### src/rtl/br_predictor.sv
// rtl/br_predictor.sv - direct-mapped BTB with 2-bit counters, EX-stage training and mispredict redirect
module br_predictor #(
  parameter int IDX_W = 4,
  parameter int CNT_W = 16
) (
  input  logic             i_clk,
  input  logic             i_rst_n,
  input  logic [31:0]      i_fetch_pc,
  output logic             o_pred_taken,
  output logic [31:0]      o_pred_pc,
  input  logic             i_ex_valid,
  input  logic             i_ex_is_br,
  input  logic [31:0]      i_ex_pc,
  input  logic [31:0]      i_ex_target,
  input  logic             i_ex_taken,
  input  logic             i_ex_pred_taken,
  input  logic [31:0]      i_ex_pred_pc,
  output logic             o_mispred,
  output logic [31:0]      o_redirect_pc,
  output logic [CNT_W-1:0] o_mispred_cnt
);
  localparam int ENTRIES = 2 ** IDX_W;
  localparam int TAG_W   = 30 - IDX_W;

  logic             valid_q  [ENTRIES];
  logic [TAG_W-1:0] tag_q    [ENTRIES];
  logic [31:0]      target_q [ENTRIES];
  logic [1:0]       ctr_q    [ENTRIES];
  logic [CNT_W-1:0] cnt_q;

  logic [IDX_W-1:0] f_idx, e_idx;
  logic [TAG_W-1:0] f_tag, e_tag;
  logic             f_hit, e_hit, upd;
  logic             unused;

  assign f_idx = i_fetch_pc[IDX_W+1:2];
  assign f_tag = i_fetch_pc[31:IDX_W+2];
  assign e_idx = i_ex_pc[IDX_W+1:2];
  assign e_tag = i_ex_pc[31:IDX_W+2];

  // The piped-down direction bit is redundant: comparing full next-PCs covers it.
  assign unused = ^{i_fetch_pc[1:0], i_ex_pc[1:0], i_ex_pred_taken};

  assign f_hit        = valid_q[f_idx] && (tag_q[f_idx] == f_tag);
  assign o_pred_taken = f_hit && ctr_q[f_idx][1];
  assign o_pred_pc    = o_pred_taken ? target_q[f_idx] : i_fetch_pc + 32'd4;

  assign upd           = i_ex_valid && i_ex_is_br;
  assign e_hit         = valid_q[e_idx] && (tag_q[e_idx] == e_tag);
  assign o_redirect_pc = (upd && i_ex_taken) ? i_ex_target : i_ex_pc + 32'd4;
  assign o_mispred     = upd && (i_ex_pred_pc != o_redirect_pc);
  assign o_mispred_cnt = cnt_q;

  always_ff @(posedge i_clk or negedge i_rst_n) begin
    if (!i_rst_n) begin
      for (int i = 0; i < ENTRIES; i++) begin
        valid_q[i]  <= 1'b0;
        tag_q[i]    <= '0;
        target_q[i] <= '0;
        ctr_q[i]    <= 2'b01;
      end
    end else if (upd) begin
      if (e_hit) begin
        if (i_ex_taken) begin
          ctr_q[e_idx]    <= (ctr_q[e_idx] == 2'b11) ? 2'b11 : ctr_q[e_idx] + 2'd1;
          target_q[e_idx] <= i_ex_target;
        end else begin
          ctr_q[e_idx] <= (ctr_q[e_idx] == 2'b00) ? 2'b00 : ctr_q[e_idx] - 2'd1;
        end
      end else if (i_ex_taken) begin
        // Fresh entries start weakly taken; not-taken misses never allocate.
        valid_q[e_idx]  <= 1'b1;
        tag_q[e_idx]    <= e_tag;
        target_q[e_idx] <= i_ex_target;
        ctr_q[e_idx]    <= 2'b10;
      end
    end
  end

  always_ff @(posedge i_clk or negedge i_rst_n) begin
    if (!i_rst_n) begin
      cnt_q <= '0;
    end else if (o_mispred && (cnt_q != {CNT_W{1'b1}})) begin
      cnt_q <= cnt_q + 1'b1;
    end
  end

endmodule

### config.mk
export PLATFORM = sky130hd
export DESIGN_NAME = br_predictor
export DESIGN_NICKNAME = d
export VERILOG_FILES = /design/src/rtl/br_predictor.sv
export SDC_FILE = /design/constraint.sdc
export NUM_CORES = 2
export LEC_CHECK = 0
export ABC_CLOCK_PERIOD_IN_PS = 9000
export BUFFER_PORTS_ARGS = -buffer_cell sky130_fd_sc_hd__clkbuf_2
export CAP_MARGIN = 10
export CORE_ASPECT_RATIO = 2
export CORE_UTILIZATION = 55
export DETAILED_ROUTE_END_ITERATION = 8
export PLACE_DENSITY_LB_ADDON = 0.1
export SYNTH_ARGS = -nofsm -noshare
export SYNTH_HDL_FRONTEND = slang
export SYNTH_SLANG_ARGS = --single-unit
export TNS_END_PERCENT = 30
### constraint.sdc
create_clock -name i_clk -period 9 [get_ports i_clk]
set_input_delay 2.25 -clock i_clk [delete_from_list [all_inputs] [get_ports i_clk]]
set_output_delay 2.25 -clock i_clk [all_outputs]
set_load 0.05 [all_outputs]
* Word-level counts from Yosys, hierarchy flattened *
Index checks and enable logic that the tools add are counted.

word-level totals
  register bits after elaboration = 992
  latch bits = 0
  bits in writable memories = 0
  memory bits (read-only) = 0
  input bits = 134
  output and inout port bits = 82
  memories = 0

cells by class
  add/sub/neg operators = 5
  multiply operators = 0
  div/mod/pow operators = 0
  magnitude comparators = 3
  equality and inequality tests = 5
  shift-type cells = 0
  mux-type cells = 40
  bitwise gates (word level) = 7
  reductions and logical operators = 13

operators with widths
  operator                 number
  $bwmux W512              1
  $bwmux W416              1
  $mux W32                 8
  $bmux W26 S4             2
  $mux W26                 5
  $bmux W32 S4             1
  $demux W32 S4            1
  $demux W26 S4            1
  $add A32 B3 Y32 const B  2
  $bwmux W32               2
  $eq A26 B26 Y1           2
  $ne A32 B32 Y1           1
  $or A16 B16 Y16          2
  $add A16 B1 Y16 const B  1
  $and A16 B16 Y16         1
  $bmux W2 S4              2
  $ne A16 B16 Y1 const B   1
  $not A16 Y16             1
  $mux W2                  7
  $ge A5 B5 Y1 const B     2
  $not A4 Y5               2
  $bmux W1 S4              2
  $demux W2 S4             1
  $logic_and A1 B1 Y1      8
  11 further kinds         16

* Longest topological paths before layout *
  depth after elaboration = 9
  gate-level depth with buffers = 17

* Least setup slack after synthesis *
Ideal clock, no wire load.

  path kind = input -> output
  start point = in i_ex_pc[3]
  end point = out o_mispred
  arrival = 6,333 ps
  data required time = 6,750 ps
  slack = 417 ps
  stages on the path = 16
  buffers on the path = 7
  cell sequence = buf_2 -> buf_6 -> buf_4 -> buf_4 -> buf_6 -> buf_4 -> nand3_1 -> xnor2_1 -> o21ai_0 -> xor2_1 -> a31oi_1 -> nand4_1 -> nand4b_1 -> nor4_2 -> buf_2 -> nor2_1

on the way
  cells in the longest elaborated chain, start to end = 4

RTL lines
  what                  RTL line  source
  start: declaration    13        input logic [31:0] i_ex_pc,
  $add A32 B3 Y32       50        assign o_redirect_pc = (upd && i_ex_taken) ? i_ex_target : i_ex_pc + 32'd4;
  $mux W32              50
  via o_redirect_pc[5]  19        output logic [31:0] o_redirect_pc,
  $ne A32 B32 Y1        51        assign o_mispred = upd && (i_ex_pred_pc != o_redirect_pc);
  $logic_and A1 B1 Y1   51
  end: declaration      18        output logic o_mispred,

The timed path passes the listed nets, and every way through them passes these cells.

* Worst setup path in the final report *
  start point = in i_fetch_pc[2]
  end point = out o_pred_pc[30]

on the way
  cells in the longest elaborated chain, start to end = 8
  elaborated cells on any way between the ends = 18

RTL lines
  what                                          RTL line    source
  start: declaration                            8           input logic [31:0] i_fetch_pc,
  $not A4 Y5 (implied by the code)              44, 45, 46
  $bmux W26 S4                                  44          assign f_hit = valid_q[f_idx] && (tag_q[f_idx] == f_tag);
  $mux W26 (implied by the code) (2 in series)  44
  $eq A26 B26 Y1                                44
  $logic_and A1 B1 Y1                           44
  $logic_and A1 B1 Y1                           45          assign o_pred_taken = f_hit && ctr_q[f_idx][1];
  $mux W32 *                                    46          assign o_pred_pc = o_pred_taken ? target_q[f_idx] : i_fetch_pc + 32'd4;
  end: declaration                              10          output logic [31:0] o_pred_pc,

Mark *: on every way between the ends. The rest lies on a longest branch, timed or not. The select of a mux whose other input is x is not followed.

==> impl_metrics.yaml <==
sta:
  fin_crit_sh_pct: 94.7
  fin_setup_tns_ps: 0
  maxSlewViolCount: 0
  clock_skew_ps: 32.3
  maxClockFrequency_ghz: 0.117
  hold_viol_final: 0
  max-slew-margin-rel_pct: 25.0
  rsz0062_at_grt: "no"
  finalCriticalPeriod_ps: 8520
  setup_viol: 0
  worstMarginPinSlew_ps: 1120
synthesis:
  async_reset_ff_share_pct: 100
  synth_top_cells_by_count: "976 x dfrtp_1, 595 x mux2_2, 401 x mux4_2"
  synth_nets: 3735
  synth.area.mux_share_pct: 39.3
  syn_inst: 3595
  synth_xor_area_share_pct: 2.43
  syn_area_sq_um: 52300
  yosysTopAreaCellShare_pct: 46.7
  ys.flop_type: "dfrtp_1"
  yosys.area.top_type: "dfrtp_1"
  ys.warnings.count: 0
  ys_ff_latch: 992
  ys_top_cells_by_area: "dfrtp_1 47%, mux4_2 17%, mux2_2 13%"
  syn_area_per_cell_sq_um: 14.5
  yosys.area_share.adder_pct: 0.163
  synth.most_common_cell: "dfrtp_1"
  synth_edf_count: 0
  ys_seq_area_share_pct: 47.5
  ys_types: 74
  synth-simple-area-share_pct: 4.35
  synth_top_family_by_area: "multiplexers"
  synth-compound-area-share_pct: 2.97
die:
  start_util_pct: 55.6
  core_sq_um: 94100
  dieArea_sq_um: 96400
  placementRows: 159
  fp.dieW_um: 220
  ios: 216
  chipHeight_um: 438
worst_hold_path:
  hold_path.class: "flip-flop to flip-flop"
drt:
  drt_wl_total_um: 172000
  wire_per_inst_um: 34.4
  viasPerCell: 6.83
  drt_pass1_iterations: 8
  drc: 42
  num_vias: 34100
  first_iter_violations: 2877
  ant_nets: 0
place:
  port_buffers: 214
  hpwl_um: 118000
  gp_congestion: 0.988
  dpl.cell_count: 4821
finish:
  syn2layout_area_growth_pct: 10.9
  final_cells: 4996
  layout-drive-gt1-share_pct: 42.4
  nNetsFinal: 3847
flow_run:
  maxCapViolations: 0
worst_setup_path:
  critical_path.max_fanout: 49
  worstPathArrival_ps: 6270
  endpoint_kind: "output pin"
  crit_top_cell: "and3_1"
  rrSetupSlack_ps: 4200
  cp_data_required_time_ps: 6750
  crit_chain: "buf_8, ha_1, and3_1, nand3_1, nor3_1, and4_1, and3_1, and3_1, nand4_1, xnor2_1, mux2_2, clkbuf_2"
  path_class: "input port to output pin"
  critPathBufInv: 2
  critPathTopFamily: "simple AND/OR/NAND/NOR gates"
  crit_path_top_delay_cell: "and4_1"
  cp_slowest_stage_delay_ps: 700
  cp-start-kind: "input port"
global_routing:
  grt_use_total_pct: 36.7
  grt_overflow: 0
  grt_max_degree: 189
  grt_pass1_vias: 36700
  antenna_found_initial: 16
  grt_first_pass_wirelength_um: 251000
clocking:
  clkLatencyLatePin_ps: 720
  clockBufferDepth: 3
  post_cts_buffers: 0
  cts_hold_buf: 0
  root_buffer: "clkbuf_16"
  clkTransAtPathRegs_ps: 70
  htreeDepth: 3
  cts_tree: "done"
  cts_resized: 0
  cts_buffers: 91
  numClockSinks: 992
power:
  p_per_area_nw_per_um2: 203
  p_leak_nw: 26.0
  vdd_drop_max_v: 0.000258
run_status:
  outcome: "finished, violations left"
  violations: "DRC"
[registers in the layout (all words and copies together) (netlist names)]
signal / flops
target_q: 512
tag_q: 416
ctr_q: 32
o_mispred_cnt: 16
valid_q: 16
[cell usage in the layout (no fill, tap or decap), types with 17 or more instances in the layout]
cell         n
mux2_2     595
mux2i_1     55
buf_4      124
nand3_1     48
a21oi_1     29
xor2_1      57
mux2_1     329
inv_1       34
clkinv_2    19
o21ai_0     62
and3_1      24
clkbuf_1    17
clkbuf_8    21
xnor2_1     88
dfrtp_1    976
nor3_1      25
nand2_1    110
clkbuf_2   206
mux4_2     401
nand4_1     30
nor2_1      63
o21ai_1     20
mux2_4      39
clkbuf_16   92
[power breakdown]
part | internal, mW | leakage [nW] | switching (mW)
Clock | 2.36 | 1.57 | 1.80
Combinational | 1.07 | 11.4 | 1.09
Sequential | 5.05 | 13.1 | 0.394
Total | 8.48 | 26.0 | 3.28
[path summary, 6_finish.rpt]
check                                 startpoint          endpoint  cells after the start
worst max-delay path               i_fetch_pc[2]     o_pred_pc[30]                     12
worst min-delay path            o_mispred_cnt[6]  o_mispred_cnt[6]                      1
worst max register to register        tag_q[113]        tag_q[209]                     11
worst min register to register  o_mispred_cnt[6]  o_mispred_cnt[6]                      1
max in group asynchronous                i_rst_n        tag_q[199]                      3
min in group asynchronous                i_rst_n        tag_q[364]                      1
[per-layer routing]
metal | track usage, % | part of all wire (%) | vias up
met5 | 0 | 0.034 | -
met4 | 22.7 | 7.1 | 8
met3 | 6.72 | 7.0 | 496
met2 | 59.0 | 49 | 1583
met1 | 46.0 | 37 | 18200
li1 | - | - | 13800
[kinds of logic after synthesis]
group	Yosys count
flops	992
simple gates	426
mux	1419
compound gates	235
fa+ha+maj	7
xor+xnor	145
buf+inv	371
[area by class of cell]
class	count	area, sq um
fillers	7137	36100
multi-input cells	2232	25900
flip-flops and latches	992	24800
clock buffers	130	2660
repair buffers	351	2340
well taps	1207	1510
clock inverters	37	522
inverters	39	146
diodes	8	20.0
[through the flow]
stage               cell area, sq um  util (%)  power, mW  worst slack, ps  hold slack [ps]
CTS                            58000      61.6       11.8              522              494
finish                         58000      61.6       11.8              479              491
global placement               54800      58.2       7.52              515              466
global route                   58000      61.6       12.2              306              510
floorplan                      52300         -       6.86              417              450
detailed placement             54800      58.2       7.67              527              478
Note: power is estimated with default switching activity, not from simulation.
